[src/rtl/histogram_builder_if.sv]
// Pixel stream, RAM port and status bundle of histogram_builder.
// The slave modport is the builder's view; master is the driver/RAM side.
interface histogram_builder_if #(
    parameter int WIDTH = 20
);
    logic             iStart;
    logic [7:0]       iPixel;
    logic             iValid;
    logic             oReady;
    logic             iFrameEnd;
    logic [7:0]       oRdAddr;
    logic [WIDTH-1:0] iQ;
    logic [7:0]       oWrAddr;
    logic [WIDTH-1:0] oWrData;
    logic             oWE;
    logic [WIDTH-1:0] oPixelCount;
    logic             oDone;

    modport slave (
        input  iStart, iPixel, iValid, iFrameEnd, iQ,
        output oReady, oRdAddr, oWrAddr, oWrData, oWE, oPixelCount, oDone
    );

    modport master (
        output iStart, iPixel, iValid, iFrameEnd, iQ,
        input  oReady, oRdAddr, oWrAddr, oWrData, oWE, oPixelCount, oDone
    );
endinterface

[src/rtl/histogram_builder.sv]
// Grey-level histogram builder: clears the bin RAM, then read-modify-writes one bin per pixel
// with two-deep write forwarding. Define HIST_SATURATE_EN to saturate bins instead of wrapping.
module histogram_builder #(
    parameter int BINS  = 256,
    parameter int WIDTH = 20
) (
    input logic                iClk,
    input logic                iRst,
    histogram_builder_if.slave bus
);
    localparam logic [2:0] ST_IDLE  = 3'd0;
    localparam logic [2:0] ST_CLEAR = 3'd1;
    localparam logic [2:0] ST_ACCUM = 3'd2;
    localparam logic [2:0] ST_DRAIN = 3'd3;
    localparam logic [2:0] ST_DONE  = 3'd4;

    localparam logic [7:0]       LAST_BIN = 8'(BINS - 1);
    localparam logic [WIDTH-1:0] ZERO     = {WIDTH{1'b0}};
    localparam logic [WIDTH-1:0] ONE      = {{(WIDTH-1){1'b0}}, 1'b1};
    localparam logic [WIDTH-1:0] ALL_ONES = {WIDTH{1'b1}};

    function automatic logic [WIDTH-1:0] bin_increment(input logic [WIDTH-1:0] value);
        logic [WIDTH-1:0] result;
`ifdef HIST_SATURATE_EN
        if (value == ALL_ONES) begin
            result = value;
        end else begin
            result = value + ONE;
        end
`else
        result = value + ONE;
`endif
        return result;
    endfunction

    logic [2:0]       state_r;
    logic [7:0]       clr_addr_r;
    logic [1:0]       drain_cnt_r;
    logic             ready_r;
    logic             done_r;
    logic [WIDTH-1:0] pix_cnt_r;
    logic             s1_valid_r;
    logic [7:0]       rd_addr_r;
    logic             s2_valid_r;
    logic [7:0]       s2_bin_r;
    logic             we_r;
    logic [7:0]       wr_addr_r;
    logic [WIDTH-1:0] wr_data_r;
    logic             h1_valid_r;
    logic [7:0]       h1_bin_r;
    logic [WIDTH-1:0] h1_data_r;
    logic             accept_s;
    logic [WIDTH-1:0] fwd_val_s;

    assign accept_s = bus.iValid & ready_r;

    // Pick the freshest bin value: the write issued last cycle, the one before it, else RAM data.
    // Both of those writes land too late for the RAM read of the current stage-2 pixel.
    always_comb begin
        fwd_val_s = bus.iQ;
        if (we_r && (wr_addr_r == s2_bin_r)) begin
            fwd_val_s = wr_data_r;
        end else if (h1_valid_r && (h1_bin_r == s2_bin_r)) begin
            fwd_val_s = h1_data_r;
        end else begin
            fwd_val_s = bus.iQ;
        end
    end

    // Frame control: idle, clear sweep, accumulate, fixed three-cycle drain, done pulse.
    always_ff @(posedge iClk) begin
        if (iRst) begin
            state_r     <= ST_IDLE;
            clr_addr_r  <= 8'd0;
            drain_cnt_r <= 2'd0;
            ready_r     <= 1'b0;
            done_r      <= 1'b0;
        end else begin
            done_r <= 1'b0;
            case (state_r)
                ST_IDLE: begin
                    if (bus.iStart) begin
                        state_r    <= ST_CLEAR;
                        clr_addr_r <= 8'd0;
                    end
                end
                ST_CLEAR: begin
                    clr_addr_r <= clr_addr_r + 8'd1;
                    if (clr_addr_r == LAST_BIN) begin
                        state_r <= ST_ACCUM;
                        ready_r <= 1'b1;
                    end
                end
                ST_ACCUM: begin
                    if (bus.iFrameEnd) begin
                        state_r     <= ST_DRAIN;
                        ready_r     <= 1'b0;
                        drain_cnt_r <= 2'd0;
                    end
                end
                ST_DRAIN: begin
                    // A pixel taken on the frame-end edge commits exactly three edges later.
                    if (drain_cnt_r == 2'd2) begin
                        state_r <= ST_DONE;
                        done_r  <= 1'b1;
                    end else begin
                        drain_cnt_r <= drain_cnt_r + 2'd1;
                    end
                end
                ST_DONE: begin
                    state_r <= ST_IDLE;
                end
                default: begin
                    state_r <= ST_IDLE;
                    ready_r <= 1'b0;
                end
            endcase
        end
    end

    // Accepted-pixel counter, restarted by a honoured start and saturating at all-ones.
    always_ff @(posedge iClk) begin
        if (iRst) begin
            pix_cnt_r <= ZERO;
        end else if ((state_r == ST_IDLE) && bus.iStart) begin
            pix_cnt_r <= ZERO;
        end else if (accept_s && (pix_cnt_r != ALL_ONES)) begin
            pix_cnt_r <= pix_cnt_r + ONE;
        end else begin
            pix_cnt_r <= pix_cnt_r;
        end
    end

    // Read-modify-write pipeline, clear writes and the older write-history slot.
    always_ff @(posedge iClk) begin
        if (iRst) begin
            s1_valid_r <= 1'b0;
            rd_addr_r  <= 8'd0;
            s2_valid_r <= 1'b0;
            s2_bin_r   <= 8'd0;
            we_r       <= 1'b0;
            wr_addr_r  <= 8'd0;
            wr_data_r  <= ZERO;
            h1_valid_r <= 1'b0;
            h1_bin_r   <= 8'd0;
            h1_data_r  <= ZERO;
        end else begin
            s1_valid_r <= accept_s;
            if (accept_s) begin
                rd_addr_r <= bus.iPixel;
            end
            s2_valid_r <= s1_valid_r;
            s2_bin_r   <= rd_addr_r;
            h1_valid_r <= we_r;
            h1_bin_r   <= wr_addr_r;
            h1_data_r  <= wr_data_r;
            if (s2_valid_r) begin
                we_r      <= 1'b1;
                wr_addr_r <= s2_bin_r;
                wr_data_r <= bin_increment(fwd_val_s);
            end else if (state_r == ST_CLEAR) begin
                we_r      <= 1'b1;
                wr_addr_r <= clr_addr_r;
                wr_data_r <= ZERO;
            end else begin
                we_r <= 1'b0;
            end
        end
    end

    assign bus.oReady      = ready_r;
    assign bus.oDone       = done_r;
    assign bus.oPixelCount = pix_cnt_r;
    assign bus.oRdAddr     = rd_addr_r;
    assign bus.oWrAddr     = wr_addr_r;
    assign bus.oWrData     = wr_data_r;
    assign bus.oWE         = we_r;
endmodule

[src/flat_wrapper.sv]
// flat-port wrapper written by rule: the top's interface ports become plain ports
module histogram_builder_flat 
#(
    parameter int BINS  = 256,
    parameter int WIDTH = 20
)
  (iClk, iRst, bus_iStart, bus_iPixel, bus_iValid, bus_iFrameEnd, bus_iQ, bus_oReady, bus_oRdAddr, bus_oWrAddr, bus_oWrData, bus_oWE, bus_oPixelCount, bus_oDone);
  histogram_builder_if #(.WIDTH(WIDTH)) bus_i ();
  input logic iClk;
  input logic iRst;
  input wire logic [$bits(bus_i.iStart)-1:0] bus_iStart;
  input wire logic [$bits(bus_i.iPixel)-1:0] bus_iPixel;
  input wire logic [$bits(bus_i.iValid)-1:0] bus_iValid;
  input wire logic [$bits(bus_i.iFrameEnd)-1:0] bus_iFrameEnd;
  input wire logic [$bits(bus_i.iQ)-1:0] bus_iQ;
  output wire logic [$bits(bus_i.oReady)-1:0] bus_oReady;
  output wire logic [$bits(bus_i.oRdAddr)-1:0] bus_oRdAddr;
  output wire logic [$bits(bus_i.oWrAddr)-1:0] bus_oWrAddr;
  output wire logic [$bits(bus_i.oWrData)-1:0] bus_oWrData;
  output wire logic [$bits(bus_i.oWE)-1:0] bus_oWE;
  output wire logic [$bits(bus_i.oPixelCount)-1:0] bus_oPixelCount;
  output wire logic [$bits(bus_i.oDone)-1:0] bus_oDone;
  assign bus_i.iStart = bus_iStart;
  assign bus_i.iPixel = bus_iPixel;
  assign bus_i.iValid = bus_iValid;
  assign bus_i.iFrameEnd = bus_iFrameEnd;
  assign bus_i.iQ = bus_iQ;
  assign bus_oReady = bus_i.oReady;
  assign bus_oRdAddr = bus_i.oRdAddr;
  assign bus_oWrAddr = bus_i.oWrAddr;
  assign bus_oWrData = bus_i.oWrData;
  assign bus_oWE = bus_i.oWE;
  assign bus_oPixelCount = bus_i.oPixelCount;
  assign bus_oDone = bus_i.oDone;
  histogram_builder #(.BINS(BINS), .WIDTH(WIDTH)) u_core (.iClk(iClk), .iRst(iRst), .bus(bus_i));
endmodule
[config.mk]
export PLATFORM = sky130hd
export DESIGN_NAME = histogram_builder_flat
export DESIGN_NICKNAME = d
export VERILOG_FILES = /design/src/rtl/histogram_builder_if.sv /design/src/rtl/histogram_builder.sv /design/src/flat_wrapper.sv
export SDC_FILE = /design/constraint.sdc
export NUM_CORES = 1
export LEC_CHECK = 0
export CORE_MARGIN = 2
export CORE_UTILIZATION = 43
export CTS_CLUSTER_SIZE = 10
export DETAILED_ROUTE_END_ITERATION = 7
export PLACE_DENSITY = 0.77
export SLEW_MARGIN = 10
export SYNTH_ARGS = -nofsm -noshare
export SYNTH_HDL_FRONTEND = slang
export SYNTH_SLANG_ARGS = --single-unit
[constraint.sdc]
create_clock -name iClk -period 4.91 [get_ports iClk]
set_clock_uncertainty 0.1 [all_clocks]
set_input_delay 0.982 -clock iClk [delete_from_list [all_inputs] [get_ports iClk]]
set_output_delay 0.982 -clock iClk [all_outputs]
set_load 0.01 [all_outputs]
==> results of run 1 <==
-- state kept, by name, summed over array words and instances (netlist names) --
name and flops:
u_core.bus.oDone 1, u_core.bus.oPixelCount 20, u_core.bus.oRdAddr 8, u_core.bus.oReady 1
u_core.bus.oWE 1, u_core.bus.oWrAddr 8, u_core.bus.oWrData 20, u_core.clr_addr_r 8
u_core.drain_cnt_r 2, u_core.h1_bin_r 8, u_core.h1_data_r 20, u_core.h1_valid_r 1
u_core.s1_valid_r 1, u_core.s2_bin_r 8, u_core.s2_valid_r 1, u_core.state_r 3
-- power breakdown --
group          leakage (nW)  switching (mW)  internal (mW)
sequential            0.896          0.0245          0.924
clock                 0.138           0.322          0.371
combinational          1.21           0.174          0.132
-- layer usage --
metal / track usage / routed length, um / up-vias
li1: - / - / 2205
met1: 0.248 / 5460 / 2089
met2: 0.331 / 5900 / 126
met3: 0.0345 / 633 / 19
met4: 0.0878 / 221 / 0
met5: 0 / 0 / -
-- cells in the mapped netlist (all sizes together), types with 7 or more instances --
cell / instances
buf: 9
a31oi: 8
o21ai: 29
nand2: 64
nor2b: 40
xnor2: 30
nor3: 12
a21oi: 29
nand3: 30
and3: 7
nor2: 60
mux2i: 25
xor2: 20
nand4: 10
o22a: 8
clkbuf: 20
dfxtp: 111
-- path summary, 6_finish.rpt --
kind | slack, ns | from | cells past startpoint | end
setup / recovery | 1.26 | u_core.s2_bin_r[2]$_SDFF_PP0_ | 13 | u_core.bus.oWrData[18]$_SDFFE_PP0P_
hold / removal | 0.34 | u_core.s1_valid_r$_SDFF_PP0_ | 1 | u_core.s2_valid_r$_SDFF_PP0_
setup reg to reg | 1.26 | u_core.s2_bin_r[2]$_SDFF_PP0_ | 13 | u_core.bus.oWrData[18]$_SDFFE_PP0P_
hold reg to reg | 0.34 | u_core.s1_valid_r$_SDFF_PP0_ | 1 | u_core.s2_valid_r$_SDFF_PP0_
-- metrics by stage --
stage               area (sq um)   util  instances
floorplan                   5150      -        587
global placement            6160  0.532        797
detailed placement          6160  0.532        797
CTS                         6440  0.557        812
global route                6440  0.557        812
finish                      6440  0.557        812
-- critical path: cells and delay by family, from the launching register on --
family                     cells  cell delay (ns)
and+or+nand+nor                5             1.61
AOI/OAI and AO/OA              4             0.69
DFF                            1             0.39
xor gates and xnor gates       2             0.32
adders and majority gates      1             0.26
muxes                          1             0.14
-- cell families after synthesis --
kind of cell             synth area share
flip-flops                          0.431
AND/OR/NAND/NOR                     0.253
XOR/XNOR                           0.0850
multiplexers                       0.0617
adder cells (fa/ha/maj)           0.00972
AO/OA/AOI/OAI                       0.131
buffers and inverters              0.0279
-- cell type report --
type,count,share of cell area
Clock buffer,11,0.0393
Clock inverter,4,0.00466
Inverter,4,0.00233
Tap cell,143,0.0278
Multi-Input combinational cell,443,0.434
Timing Repair Buffer,96,0.147
Sequential cell,111,0.345
==> results.json, run 1 <==
{
  "num_rows": 39,
  "yosysTopAreaCell": "dfxtp_1",
  "grt_remaining_overflow": 0,
  "rsz0062_at_grt": "false",
  "powerDensity_mw_per_mm2": 302,
  "slew_violations": 0,
  "synthArstFlopShare": 0,
  "fin_ws_ns": 1.26,
  "cts_tree": "done",
  "htreeDepth": 3,
  "post-cts-setup-buffer-count": 0,
  "synth_nets": 624,
  "fin_crit_sh": 0.743,
  "ys_warn_count": 0,
  "clk_latency_ns": 0.34,
  "cp.required_ns": 5.02,
  "slowest_delay_ns": 0.52,
  "fillers": 1056,
  "n_antenna_cell": 0,
  "syn_area_sq_mm": 0.00515,
  "end_kind": "register",
  "wl_mm": 12.2,
  "finalHoldViolations": 0,
  "seqCellArea_sq_mm": 0.00222,
  "ys_types": 61,
  "maxCapViolations": 0,
  "clkSinkCount": 111,
  "grt_max_degree": 47,
  "routed_via_density": 5.47,
  "drt_first_iter_violations": 235,
  "synth_flop_cell": "dfxtp_1",
  "period_minus_slack_ns": 3.65,
  "crit_slowest_cell": "nor3_4",
  "numCtsBuffers": 9,
  "num_vias": 4439,
  "start_kind": "register",
  "grtUsageTotal": 0.197,
  "area_growth_pct": 25.0,
  "final_cell_mix": "111 x dfxtp_1, 90 x clkdlybuf4s50_1, 63 x nand2_1, 60 x nor2_1, 40 x nor2b_1",
  "cts-resized-gates": 0,
  "place.gp.congestion": 0.860,
  "antenna_found_initial": 0,
  "grt_pass1_wl_mm": 20.6,
  "worst-endpoint-arrival_ns": 3.76,
  "cp_max_fo": 8,
  "synth_top_area_frac": 0.431,
  "drtPass1Iterations": 4,
  "ios": 92,
  "synth_edf_count": 0,
  "cts-root-buf": "clkbuf_16",
  "layout-drive-gt1-share": 0.0568,
  "whs_ns": 0.336,
  "ir_worst_vdd_mv": 0.185,
  "die_h_um": 113,
  "hp-class": "register to register",
  "leakage_nw": 2.24,
  "worstMarginPinSlew_ns": 0.949,
  "port_buffers": 91,
  "clk_pin_slew_ns": 0.07,
  "ant_nets": 0,
  "holdBufCountCts": 0,
  "cts.path.max_buffers": 2,
  "start_util": 0.445,
  "nNetsFinal": 702,
  "power.total_mw": 1.95,
  "crit_type": "register to register",
  "die_x_um": 113,
  "timing.setup.tns_ns": 0,
  "hpwl_mm": 8.92,
  "core_area_sq_mm": 0.0116,
  "fmax_ghz": 0.274,
  "avgSynthCellArea_sq_um": 8.78,
  "first_global_vias": 4347,
  "design.die.area_sq_mm": 0.0129,
  "ys_seq_area_frac": 0.431,
  "status": "finished clean",
  "final_common_cell": "dfxtp_1",
  "post_drt_wl_per_cell_um": 15.0,
  "maxSlewHeadroom": 0.367,
  "ys_ff_latch": 111,
  "synthCells": 587,
  "remaining_drc_errors": 0,
  "yosys-top-cells-area": "dfxtp_1 43%, xnor2_1 5.1%, mux2i_1 4.9%",
  "dp_worst_setup_slack_ns": 1.20,
  "multi_input_area_sq_mm": 0.00280,
  "path_cells": "xnor2_1 > nand4_1 > nor3_4 > mux2i_1 > o21ai_0 > ha_1 > o41ai_1 > a31oi_1 > and3b_1 > nand2_2 > nor4_2 > xor2_1 > o21ai_1",
  "setup_viol": 0
}
(Power assumes the default switching activity.)
==> run 2, diff against run 1 <==
Clock period 4.91 ns to 3.65 ns, I/O delays scaled along.
==> run 2 against run 1 <==
Effect of this change: die area stayed put; register-to-register slack worse by 0.91 ns; first-iteration DRC count is 4.7% higher; final cell count is 1.4% higher; clock power is 49% higher; critical path type unchanged; critical endpoint is now u_core.bus.oWrData[13]$_SDFFE_PP0P_; highest routed layer unchanged.
==> results.json, run 2 (synthesis gave the netlist of run 1 again) <==
{
  "finalInstanceArea_sq_mm": 0.00654,
  "critPathBufInv": 3,
  "cts-root-buf": "clkbuf_16",
  "crit_type": "register to register",
  "worstMarginPinSlew_ns": 0.838,
  "design.die.area_sq_mm": 0.0129,
  "status": "finished clean",
  "ios": 92,
  "fin_crit_sh": 0.905,
  "maxSlewHeadroom": 0.434,
  "num_rows": 39,
  "n_antenna_cell": 0,
  "remaining_drc_errors": 0,
  "numCtsBuffers": 9,
  "worst-endpoint-arrival_ns": 3.43,
  "grt_max_degree": 39,
  "clk_latency_ns": 0.35,
  "powerDensity_mw_per_mm2": 418,
  "clkSinkCount": 111,
  "post_drt_wl_per_cell_um": 15.3,
  "layout-drive-gt1-share": 0.0735,
  "p_clk_frac": 0.378,
  "power.total_mw": 2.73,
  "ir_worst_vdd_mv": 0.307,
  "worst-path-stages": 12,
  "fin_util": 0.566,
  "routed_via_density": 5.45,
  "num_vias": 4482,
  "port_buffers": 91,
  "core_area_sq_mm": 0.0116,
  "seqCellArea_sq_mm": 0.00222,
  "clk_pin_slew_ns": 0.08,
  "combPwrFrac": 0.156,
  "area_growth_pct": 27.0,
  "rsz0062_at_grt": "false",
  "end_kind": "register",
  "finalHoldViolations": 0,
  "cts_tree": "done",
  "maxCapViolations": 0,
  "grt_remaining_overflow": 0,
  "dpl-instance-area_sq_mm": 0.00621,
  "ant_nets": 0,
  "leakage_nw": 2.30,
  "cts.path.max_buffers": 2,
  "crit_slowest_cell": "nor4b_4",
  "nNetsFinal": 712,
  "final_common_cell": "dfxtp_1",
  "cp_max_fo": 17,
  "period_minus_slack_ns": 3.30,
  "slowest_delay_ns": 0.40,
  "start_util": 0.445,
  "p_int_mw": 1.98,
  "path_cells": "xnor2_1 > nand4_1 > nor3_4 > buf_4 > buf_4 > mux2i_1 > o21ai_1 > nor4b_4 > buf_4 > a31oi_1 > a41oi_1 > o211ai_1",
  "grtUsageTotal": 0.199,
  "setup_viol": 0,
  "die_x_um": 113,
  "wl_mm": 12.6,
  "die_h_um": 113,
  "cp.required_ns": 3.78,
  "seq_power_share": 0.466,
  "timing.setup.tns_ns": 0,
  "hp-class": "register to register",
  "hpwl_mm": 9.05,
  "slew_violations": 0,
  "antenna_found_initial": 0,
  "grt_pass1_wl_mm": 20.8,
  "first_global_vias": 4317,
  "switching_share": 0.277,
  "fillers": 1038,
  "p_sw_uw": 756,
  "fmax_ghz": 0.303,
  "htreeDepth": 3,
  "multi_input_area_sq_mm": 0.00280,
  "cp_top_family": "simple AND/OR/NAND/NOR gates",
  "start_kind": "register",
  "drt_first_iter_violations": 246,
  "final_cell_mix": "111 x dfxtp_1, 90 x clkdlybuf4s50_1, 63 x nand2_1, 60 x nor2_1, 40 x nor2b_1",
  "holdBufCountCts": 0,
  "place.gp.congestion": 0.843,
  "drtPass1Iterations": 5,
  "ff2ff_path_depth": 12,
  "cp_common_cell": "buf_4",
  "min_path_cells": 1
}
[run 2: changes by cell type in the layout (fill, tap and decap cells not counted), sizes merged]
cell    delta
bufinv     +1
clkbuf     -2
clkinv     -2
inv        +4
buf       +10
[run 2: area by class of cell]
| class | instances | share of cell area |
|---|---|---|
| timing repair buffer | 106 | 0.156 |
| tap | 143 | 0.0273 |
| clock inverter | 7 | 0.0132 |
| sequential | 111 | 0.340 |
| multi-input combinational | 443 | 0.428 |
| inverter | 4 | 0.00229 |
| clock buffer | 9 | 0.0344 |
[run 2: power groups by stage]
stage | sequential [mW] | combinational (mW) | clock, mW
6_report | 1.27 | 0.425 | 1.03
5_1_grt | 1.28 | 0.468 | 1.11
4_1_cts | 1.27 | 0.427 | 1.06
3_5_place_dp | 1.30 | 0.423 | 0
3_3_place_gp | 1.30 | 0.412 | 0
2_1_floorplan | 1.30 | 0.275 | 0
[run 2: worst paths after layout]
kind | from | to | slack [ns]
hold reg to reg | u_core.s1_valid_r$_SDFF_PP0_ | u_core.s2_valid_r$_SDFF_PP0_ | 0.35
setup / recovery | u_core.s2_bin_r[2]$_SDFF_PP0_ | u_core.bus.oWrData[13]$_SDFFE_PP0P_ | 0.35
setup reg to reg | u_core.s2_bin_r[2]$_SDFF_PP0_ | u_core.bus.oWrData[13]$_SDFFE_PP0P_ | 0.35
hold / removal | u_core.s1_valid_r$_SDFF_PP0_ | u_core.s2_valid_r$_SDFF_PP0_ | 0.35
[run 2: through the flow]
step	setup WS, ns	std cells	hold slack [ns]
after detailed placement	0.257	804	0.330
after floorplan	0.228	587	0.314
final	0.348	823	0.346
after global placement	0.346	804	0.320
after global routing	0.0882	823	0.372
after CTS	0.236	820	0.349
[run 2: worst register-to-register path: cells and delay by family, from the launching register on]
kind                      cells  cell delay (ns)
muxes                         1             0.21
AOI/OAI and AO/OA             4             0.57
xor gates and xnor gates      1             0.15
buffers and inverters         3             0.80
DFF                           1             0.38
and+or+nand+nor               3             0.98
[run 2: metal layers]
layer,routed length [um],track usage
met3,719,0.0367
met4,281,0.0854
met1,5590,0.252
met5,0,0
met2,6040,0.335
[run 2: timing repair]
item,CTS,global route
setup buffers,0,3
endpoints found under the setup margin,0,2
gates resized for setup,0,1
